[src/rtl/pipe_pkg.sv]
// Shared pipeline definitions: data width, reset/bubble defaults and the
// fetch-stage state encoding.
package pipe_pkg;
    localparam int XLEN = 32;
    localparam logic [XLEN-1:0] RESET_PC_DEF = 32'h0000_3000;
    localparam logic [XLEN-1:0] NOP_INST_DEF = 32'h0000_0013;

    typedef enum logic {
        RUN   = 1'b0,
        FLUSH = 1'b1
    } if_state_t;
endpackage

[src/rtl/if_id_reg.sv]
// IF/ID pipeline register. Flush inserts a bubble (NOP, valid=0) while keeping
// pc/pc4; hold freezes every field.
module if_id_reg
    import pipe_pkg::*;
#(
    parameter logic [XLEN-1:0] NOP_INST = NOP_INST_DEF
) (
    input  logic            clk,
    input  logic            rst,
    input  logic            hold,
    input  logic            flush,
    input  logic [XLEN-1:0] pc_in,
    input  logic [XLEN-1:0] inst_in,
    output logic [XLEN-1:0] pc,
    output logic [XLEN-1:0] pc4,
    output logic [XLEN-1:0] inst,
    output logic            valid
);
    logic [XLEN-1:0] pc_d, pc_q, pc4_d, pc4_q, inst_d, inst_q;
    logic            valid_d, valid_q;

    always_comb begin
        pc_d    = pc_q;
        pc4_d   = pc4_q;
        inst_d  = inst_q;
        valid_d = valid_q;
        if (flush) begin
            inst_d  = NOP_INST;
            valid_d = 1'b0;
        end else if (!hold) begin
            pc_d    = pc_in;
            pc4_d   = pc_in + 32'd4;
            inst_d  = inst_in;
            valid_d = 1'b1;
        end
    end

    always_ff @(posedge clk) begin
        if (rst) begin
            pc_q    <= '0;
            pc4_q   <= '0;
            inst_q  <= NOP_INST;
            valid_q <= 1'b0;
        end else begin
            pc_q    <= pc_d;
            pc4_q   <= pc4_d;
            inst_q  <= inst_d;
            valid_q <= valid_d;
        end
    end

    assign pc    = pc_q;
    assign pc4   = pc4_q;
    assign inst  = inst_q;
    assign valid = valid_q;
endmodule

[src/rtl/if_stage.sv]
// Instruction-fetch stage: program counter, redirect/stall handling, IF/ID
// capture, sticky misalignment flag and valid-fetch counter.
//   state | meaning
//   RUN   | sequential fetch, IF/ID loads the instruction at pc
//   FLUSH | cycle after a redirect; IF/ID holds a bubble until the target is fetched
module if_stage
    import pipe_pkg::*;
#(
    parameter logic [XLEN-1:0] RESET_PC = RESET_PC_DEF,
    parameter logic [XLEN-1:0] NOP_INST = NOP_INST_DEF
) (
    input  logic            clk,
    input  logic            rst,
    input  logic            stall,
    input  logic            redirect,
    input  logic [XLEN-1:0] redirect_target,
    input  logic [XLEN-1:0] pc_seq,
    output logic [XLEN-1:0] imem_addr,
    input  logic [XLEN-1:0] imem_rdata,
    output logic [XLEN-1:0] if_id_pc,
    output logic [XLEN-1:0] if_id_pc4,
    output logic [XLEN-1:0] if_id_inst,
    output logic            if_id_valid,
    output logic            misalign_err,
    output logic [XLEN-1:0] fetch_cnt
);
    logic [XLEN-1:0] pc_d, pc_q, fetch_cnt_d, fetch_cnt_q;
    logic            misalign_d, misalign_q;
    if_state_t       state_d, state_q;
    logic            ifid_hold, ifid_flush;

    always_comb begin
        pc_d        = pc_q;
        fetch_cnt_d = fetch_cnt_q;
        misalign_d  = misalign_q;
        state_d     = state_q;
        ifid_hold   = 1'b0;
        ifid_flush  = 1'b0;
        // Redirect beats stall: the wrong-path instruction must never survive a hold.
        if (redirect) begin
            pc_d       = {redirect_target[XLEN-1:2], 2'b00};
            ifid_flush = 1'b1;
            state_d    = FLUSH;
            if (redirect_target[1:0] != 2'b00) begin
                misalign_d = 1'b1;
            end
        end else if (stall) begin
            ifid_hold = 1'b1;
        end else begin
            pc_d        = pc_seq;
            fetch_cnt_d = fetch_cnt_q + 32'd1;
            state_d     = RUN;
        end
    end

    always_ff @(posedge clk) begin
        if (rst) begin
            pc_q        <= RESET_PC;
            fetch_cnt_q <= '0;
            misalign_q  <= 1'b0;
            state_q     <= RUN;
        end else begin
            pc_q        <= pc_d;
            fetch_cnt_q <= fetch_cnt_d;
            misalign_q  <= misalign_d;
            state_q     <= state_d;
        end
    end

    if_id_reg #(
        .NOP_INST (NOP_INST)
    ) u_if_id_reg (
        .clk     (clk),
        .rst     (rst),
        .hold    (ifid_hold),
        .flush   (ifid_flush),
        .pc_in   (pc_q),
        .inst_in (imem_rdata),
        .pc      (if_id_pc),
        .pc4     (if_id_pc4),
        .inst    (if_id_inst),
        .valid   (if_id_valid)
    );

    assign imem_addr    = pc_q;
    assign misalign_err = misalign_q;
    assign fetch_cnt    = fetch_cnt_q;
endmodule

[config.mk]
export PLATFORM = sky130hd
export DESIGN_NAME = if_stage
export DESIGN_NICKNAME = d
export VERILOG_FILES = /design/src/rtl/pipe_pkg.sv /design/src/rtl/if_id_reg.sv /design/src/rtl/if_stage.sv
export SDC_FILE = /design/constraint.sdc
export NUM_CORES = 1
export LEC_CHECK = 0
export ABC_AREA = 0
export BUFFER_PORTS_ARGS = -buffer_cell sky130_fd_sc_hd__buf_2
export CORE_ASPECT_RATIO = 0.6
export CORE_MARGIN = 3
export CORE_UTILIZATION = 50
export DETAILED_ROUTE_END_ITERATION = 6
export HOLD_SLACK_MARGIN = 0.12
export PLACE_DENSITY = 0.8
export SLEW_MARGIN = 5
export SYNTH_ARGS = -nofsm -noshare
export SYNTH_HDL_FRONTEND = slang
export SYNTH_SLANG_ARGS = --single-unit
export TNS_END_PERCENT = 50
[constraint.sdc]
create_clock -name clk -period 4.9 [get_ports clk]
set_input_delay 0.98 -clock clk [delete_from_list [all_inputs] [get_ports clk]]
set_output_delay 0.98 -clock clk [all_outputs]
set_load 0.01 [all_outputs]
==> results_dict.tcl, run 1 <==
set metrics [dict create \
    place_hpwl_um 13200 \
    power_w 0.00302 \
    wire_per_inst_um 15.9 \
    hold_depth 2 \
    whs_ps 447 \
    antenna_found_initial 0 \
    drv_cap 0 \
    place_congestion 0.790 \
    cts_tree "built" \
    yosys.cell_count.top_type "dfxtp_1" \
    rr_startpoint "fetch_cnt[5]" \
    clock.fmax_ghz 0.396 \
    reg2reg_slack_ps 2660 \
    start_util_pct 52.1 \
    finalCritPeriodShare_pct 51.5 \
    ys_seq_elements 160 \
    wl_um 19000 \
    grt_remaining_overflow 0 \
    drc 0 \
    regToRegEndpoint "fetch_cnt[31]" \
    antenna_cells 0 \
    synth_top_area_cell "dfxtp_1" \
    status "complete, no violations" \
    synth_commonest_cells "160 x dfxtp_1, 152 x nor2_1, 86 x nand2_1" \
    worstPathMaxFanout 94 \
    portBuffers 261 \
    setup_viol 0 \
    min_from "u_if_id_reg.valid" \
    grt_pass1_vias 5624 \
    cts-root-buf "clkbuf_16" \
    grt_max_degree 95 \
    p_leak_nw 3.99 \
    power.density_nw_per_um2 347 \
    relSlewSlack_pct 36.2 \
    async_flop_share_pct 0 \
    syn_area_um2 6800 \
    synth_edf_count 0 \
    crit_start "stall" \
    antenna_left 0 \
    start_kind "input port" \
    min_path_type "reg2reg" \
    synth_top_area_share_pct 47.1 \
    postCtsSetupBuffers 0 \
    worst_pin_slew_ps 957 \
    fin_crit_ps 2530 \
    reg2reg_depth 5 \
    drtIter0Drc 465 \
    regArea_um2 3200 \
    syn-instance-count 778 \
    synthFlopType "dfxtp_1" \
    ys_types 43 \
    hold_end "u_if_id_reg.valid" \
    cts.hold.buffers_added 0 \
    hold_violations 0 \
    multi_input_area_um2 3310 \
    grt_pass1_wl_um 29600 \
    clock_sinks 160 \
    rsz0062_at_grt "no" \
    cts_buffers 17 \
    clock_path_buffers 2 \
    die_area_um2 15100 \
    cts_resized 0 \
    syn_nets 880 \
    ys.warnings.count 0 \
    ir_drop_v 0.000215 \
    synth_area_leaders "dfxtp_1 47%, mux2i_1 9.4%, nor2_1 8.4%" \
    nFillCells 1120 \
    crit_type "in2reg" \
    dieWidth_um 157 \
    drt_pre_antenna_iters 5 \
    num_vias 6243 \
    fin_worst_skew_ps 12.5 \
    area_growth_pct 27.9 \
    nets 1109 \
    slew_viol_final 0 \
    grt_usage_pct 24.6 \
    clk_pin_slew_worst_paths_ps 70 \
    cp.required_ps 5180 \
    setup_tns_ps 0 \
    row_count 32 \
    clock_latency_ps 420 \
    synth-seq-area-share_pct 47.1 \
    cp-end-kind "flop" \
    core-area_um2 13100 \
    vias_per_cell 5.25 \
    arrival_ps 2800 \
    die_y_um 96.3 \
    ioPinCount 262 \
    avgSynthCellArea_um2 8.74 \
    htree_levels 4 \
    drive_gt1_share_pct 31.3 \
]
==> final cells by class <==
class | count | share of cell area, %
repair buffers | 267 | 15.6
clock buffers | 18 | 5.05
well taps | 170 | 2.44
inverters | 8 | 0.345
clock inverters | 14 | 1.71
flip-flops and latches | 160 | 36.8
multi-input cells | 553 | 38.0
==> stage by stage <==
step                      worst slack, ps  area, um^2  cells  util, %
after floorplan                      2390        6800    778        -
after global placement               1960        8110   1158     62.1
after detailed placement             1940        8110   1158     62.1
after CTS                            2380        8700   1190     66.7
after global routing                 2230        8700   1190     66.7
final                                2370        8700   1190     66.7
==> flip-flops by register name, indices dropped and copies added (netlist names) <==
register           flops
u_if_id_reg.inst      32
u_if_id_reg.pc        30
misalign_err           1
imem_addr             32
fetch_cnt             32
u_if_id_reg.pc4       32
u_if_id_reg.valid      1
==> where the power goes <==
part | total, W | internal, W | switching [W]
sequential | 0.00141 | 0.00135 | 0.0000556
combinational | 0.000296 | 0.000130 | 0.000166
clock | 0.00132 | 0.000733 | 0.000583
total | 0.00302 | 0.00221 | 0.000804
==> cell families (layout without fill, tap and decap cells) <==
group	after synthesis	after routing	share of synthesized area [%]
flops	160	160	47.1
xor+xnor	53	53	6.82
compound gates	101	101	8.89
buf+inv	65	307	4.36
mux	66	66	9.75
simple gates	331	331	22.7
fa+ha+maj	2	2	0.368
==> critical path, stage by stage <==
cell	delay (ps)
buf_4	280
nor2_4	180
buf_4	760
and3_1	310
nand3_1	100
xor2_1	140
nor2_1	50
==> layer usage <==
| layer | part of all wire, % | up-vias | global-route usage, % |
|---|---|---|---|
| met5 | 0 | - | 0 |
| met4 | 1.3 | 0 | 7.06 |
| met3 | 7.3 | 22 | 6.42 |
| met2 | 43 | 231 | 36.7 |
| met1 | 48 | 2880 | 35.1 |
| li1 | - | 3110 | - |
==> layout by cell type, fill, tap and decap left out, drive strengths merged, types with 9 or more instances in the layout <==
cell type,Yosys,final
and4,9,9
xor2,33,33
nand4,23,23
buf,26,267
xnor2,20,20
nand2,87,87
nand3,20,20
nor3,11,11
inv,7,13
clkbuf,31,18
dfxtp,160,160
a21oi,66,66
nor2,152,152
mux2i,64,64
a211oi,23,23
==> how the worst max path moves through the flow <==
stage | to | slack [ps] | depth (start not counted)
global placement | fetch_cnt[6] | 1960 | 7
floorplan | fetch_cnt[31] | 2390 | 7
finish | fetch_cnt[6] | 2370 | 7
global route | fetch_cnt[6] | 2230 | 7
CTS | fetch_cnt[6] | 2380 | 7
detailed placement | fetch_cnt[6] | 1940 | 7
No activity file was read; power rests on OpenSTA's default activity.
==> inputs of run 2 (changes only) <==
- CORE_UTILIZATION: 50 -> 49
- PLACE_DENSITY: 0.8 -> 0.79
- clock period: 4.9 -> 2.39 ns (I/O delays scaled with it)
==> run 2 against run 1 <==
Net effect:
- critical path depth shrank 3
- clock skew shrank 0.79 ps
- routed wire length grew 4.5%
- global-route usage grew 0.62 points
- count of clock-buffer cells in the layout is the same
- via count grew 2.7%
- worst hold slack lost 170 ps
- clock power grew 98%
- non-clock buffer count grew 16
- first-iteration DRC count shrank 25%
==> results_dict.tcl, run 2 (synthesis results as in run 1) <==
set metrics [dict create \
    clock_latency_ps 420 \
    crit_start "imem_addr[10]" \
    placed_cells 1174 \
    rr_startpoint "imem_addr[10]" \
    top_layer "met4" \
    endpoint "u_if_id_reg.pc4[28]" \
    grt_remaining_overflow 0 \
    cts-root-buf "clkbuf_16" \
    setup_tns_ps 0 \
    hold_violations 0 \
    dr_wl_met3_um 1600 \
    ir_drop_v 0.000423 \
    layout_common_cells "259 x buf_2, 160 x dfxtp_1, 151 x nor2_1, 86 x nand2_1, 66 x a21oi_1" \
    relSlewSlack_pct 57.6 \
    fin_cells 1205 \
    htree_levels 4 \
    fin_crit_ps 2110 \
    crit_chain "nand2_2 -> or4_4 -> or4_1 -> a311oi_1" \
    power.density_nw_per_um2 696 \
    antenna_left 0 \
    grt_pass1_vias 6083 \
    die_area_um2 15400 \
    place_hpwl_um 14200 \
    grt_usage_pct 25.2 \
    crit_slowest_cell "or4_4" \
    rsz0062_at_grt "no" \
    arrival_ps 2420 \
    clk_pin_slew_worst_paths_ps 70 \
    crit_type "reg2reg" \
    grt_max_degree 70 \
    antenna_cells 0 \
    drc 0 \
    start_kind "flop" \
    clock_path_buffers 2 \
    worstPathMaxFanout 13 \
    nFillCells 1143 \
    drive_gt1_share_pct 32.3 \
    wire_per_inst_um 16.4 \
    drv_cap 0 \
    wl_met2_um 8560 \
    grt_pass1_wl_um 31300 \
    cp-end-kind "flop" \
    portBuffers 261 \
    row_count 32 \
    max_stage_delay_ps 650 \
    num_vias 6414 \
    p_leak_nw 4.07 \
    wl_um 19800 \
    die_y_um 97.3 \
    dieWidth_um 158 \
    worst_pin_slew_ps 636 \
    wl_met1_um 9330 \
    power_w 0.00614 \
    drtIter0Drc 351 \
    reg2reg_depth 4 \
    final_common_cell "buf_2" \
    postCtsSetupBuffers 0 \
    start_util_pct 51.5 \
    reg2reg_slack_ps 280 \
    cp.required_ps 2710 \
    antenna_found_initial 0 \
    regToRegEndpoint "u_if_id_reg.pc4[28]" \
    status "complete, no violations" \
    cts_resized 0 \
    setup_viol 0 \
    cts_buffers 17 \
    clock_sinks 160 \
    nets 1125 \
    min_path_type "in2reg" \
    cts_tree "built" \
    vias_per_cell 5.32 \
    finalCritPeriodShare_pct 88.2 \
    fin_worst_skew_ps 11.7 \
    slew_viol_final 0 \
    ioPinCount 262 \
    area_growth_pct 29.8 \
    drt_pre_antenna_iters 6 \
    place_congestion 0.833 \
    core-area_um2 13200 \
    cts.hold.buffers_added 0 \
    clock.fmax_ghz 0.475 \
]
run 2: cell count changes in the layout (fill, tap and decap cells not counted), sizes merged:
cell,previous run,this run
buf,267,283
clkinv,7,6
clkinvlp,1,2
inv,13,12
run 2: how the worst min path moves through the flow:
stage	cells after the start	startpoint	end
global route	3	imem_rdata[0]	u_if_id_reg.inst[0]
floorplan	2	misalign_err	misalign_err
global placement	2	u_if_id_reg.valid	u_if_id_reg.valid
finish	3	imem_rdata[0]	u_if_id_reg.inst[0]
detailed placement	2	u_if_id_reg.valid	u_if_id_reg.valid
CTS	3	imem_rdata[0]	u_if_id_reg.inst[0]
run 2: stage by stage:
| step | hold WS, ps | worst slack [ps] | utilization [%] | cell area (um^2) |
|---|---|---|---|---|
| 2_1_floorplan | 470 | 385 | - | 6800 |
| 3_3_place_gp | 434 | 413 | 62.5 | 8260 |
| 3_5_place_dp | 441 | 341 | 62.5 | 8260 |
| 4_1_cts | 262 | 295 | 66.8 | 8830 |
| 5_1_grt | 276 | 223 | 66.8 | 8830 |
| 6_report | 274 | 283 | 66.8 | 8830 |
run 2: routing by layer:
layer	vias to the layer above	global-route usage [%]
li1	3142	-
met1	3018	35.0
met2	225	37.9
met3	29	7.52
met4	0	7.20
met5	-	0
run 2: area by class of cell:
class                           count  area (um^2)  share of cell area [%]
Clock buffer                       18          439                    4.98
Clock inverter                     13          130                    1.47
Inverter                            8         30.0                   0.340
Multi-Input combinational cell    553         3310                    37.5
Sequential cell                   160         3200                    36.3
Tap cell                          170          213                    2.41
Timing Repair Buffer              283         1500                    17.0
run 2: power breakdown:
part / switching (W) / internal, W / total, W
registers: 0.0000963 / 0.00277 / 0.00287
clock network: 0.00113 / 0.00148 / 0.00261
logic: 0.000377 / 0.000287 / 0.000664
total: 0.00161 / 0.00454 / 0.00614
run 2: critical path, delay by kind of cell (launching register included):
kind	cells	cell delay, ps
flip-flops	1	470
AND/OR/NAND/NOR	3	1280
AO/OA/AOI/OAI	1	260
==> inputs of run 3 (changes only) <==
- clock period: 2.39 -> 2 ns (I/O delays scaled with it)
==> run 3 against run 2 <==
Net effect:
- sequential share of layout area is 0.62 points lower
- global-route usage is 0.12 points lower
- combinational power is 28% higher
- design area is 1.7% higher
- register-to-register slack worse by 190 ps
- power is 18% higher
- critical path type unchanged
- critical endpoint unchanged
- largest cell class unchanged
- largest power group unchanged
==> results_dict.tcl, run 3 (synthesis results as in run 1) <==
set metrics [dict create \
    status "complete, no violations" \
    hold_violations 0 \
    endpoint "u_if_id_reg.pc4[28]" \
    max_stage_delay_ps 640 \
    fin_area_um2 8980 \
    slew_viol_final 0 \
    start_kind "flop" \
    drv_cap 0 \
    grt_usage_pct 25.1 \
    regToRegEndpoint "u_if_id_reg.pc4[28]" \
    grt_remaining_overflow 0 \
    crit_start "imem_addr[9]" \
    fin_cells 1225 \
    cp_num_cells 4 \
    p_leak_nw 4.16 \
    crit_slowest_cell "or4_4" \
    cts_tree "built" \
    start_util_pct 51.5 \
    wl_um 19600 \
    reg2reg_slack_ps 90 \
    reg2reg_depth 4 \
    setup_viol 0 \
    place_congestion 0.811 \
    layout_common_cells "259 x buf_2, 160 x dfxtp_1, 151 x nor2_1, 86 x nand2_1, 66 x a21oi_1" \
    nFillCells 1146 \
    portBuffers 261 \
    cts_buffers 17 \
    power.density_nw_per_um2 808 \
    relSlewSlack_pct 58.3 \
    postPlaceCellArea_um2 8420 \
    wire_per_inst_um 16.0 \
    area_growth_pct 32.0 \
    htree_levels 4 \
    cp.required_ps 2320 \
    cts.hold.buffers_added 0 \
    place_hpwl_um 14200 \
    die_area_um2 15400 \
    ir_drop_v 0.000594 \
    fin_worst_skew_ps 13.1 \
    dieWidth_um 158 \
    crit_type "reg2reg" \
    antenna_cells 0 \
    grt_pass1_wl_um 31200 \
    fin_crit_ps 1910 \
    clock_latency_ps 410 \
    worstPathMaxFanout 13 \
    power_w 0.00726 \
    placed_cells 1193 \
    min_from "imem_rdata[0]" \
    drtIter0Drc 342 \
    worst_pin_slew_ps 626 \
    drc 0 \
    crit_buf_inv 0 \
    arrival_ps 2220 \
    die_y_um 97.3 \
    whs_ps 198 \
    clock_path_buffers 2 \
    drt_pre_antenna_iters 4 \
    core-area_um2 13200 \
    grt_max_degree 109 \
    grt_pass1_vias 6061 \
    vias_per_cell 5.19 \
    min_path_type "in2reg" \
    path_delay_family "simple AND/OR/NAND/NOR gates" \
    cp-end-kind "flop" \
    antenna_left 0 \
    crit_chain "nand2_2 -> or4_4 -> or4_1 -> a311oi_1" \
    rsz0062_at_grt "yes" \
    clock.fmax_ghz 0.524 \
    setup_tns_ps 0 \
    drive_gt1_share_pct 33.5 \
    ioPinCount 262 \
    clock_sinks 160 \
    cts-root-buf "clkbuf_16" \
    clk_pin_slew_worst_paths_ps 70 \
    final_common_cell "buf_2" \
    num_vias 6355 \
    row_count 32 \
    nets 1144 \
    rr_startpoint "imem_addr[9]" \
    finalCritPeriodShare_pct 95.5 \
    antenna_found_initial 0 \
]
==> run 3: tightest hold or removal path, delay by kind of cell <==
family	cells	cell delay [ps]
buf+inv	1	80
mux	1	50
simple gates	1	50
==> run 3: timing repair <==
action                     4_1_cts  5_1_grt
setup buffers                    0        0
setup endpoints to repair        0        3
resized for setup                0        1
==> run 3: layout make-up <==
type	instances	area, um^2	area share, %
sequential	160	3200	35.7
clock buffer	20	447	4.97
clock inverter	12	103	1.14
inverter	8	30.0	0.334
multi-input combinational	553	3320	36.9
timing repair buffer	302	1670	18.6
tap	170	213	2.37
==> run 3: where the power goes <==
group	total, W	switching (W)	internal (W)	leakage [nW]
sequential	0.00340	0.0000852	0.00331	1.31
clock	0.00301	0.00136	0.00165	0.256
combinational	0.000850	0.000477	0.000373	2.60
==> run 3: metal layers <==
metal  wire, um  share of wire, %  GRT usage, %
met5          0                 0             0
met3       1450               7.4          6.28
met2       8630                44          38.2
met1       9290                47          35.7
met4        218               1.1          5.95
==> run 3: how the worst min path moves through the flow <==
stage | end | slack, ps | cells after the start
2_1_floorplan | misalign_err | 470 | 2
3_3_place_gp | misalign_err | 430 | 2
3_5_place_dp | misalign_err | 430 | 2
4_1_cts | u_if_id_reg.inst[4] | 190 | 3
5_1_grt | imem_addr[9] | 200 | 3
6_report | u_if_id_reg.inst[0] | 200 | 3
==> run 3: per-stage QoR <==
stage,util (%),setup slack [ps]
6_report,68.0,90.7
5_1_grt,68.0,-42.1
4_1_cts,67.9,94.7
3_5_place_dp,63.8,123
3_3_place_gp,63.8,133
2_1_floorplan,-,72.7
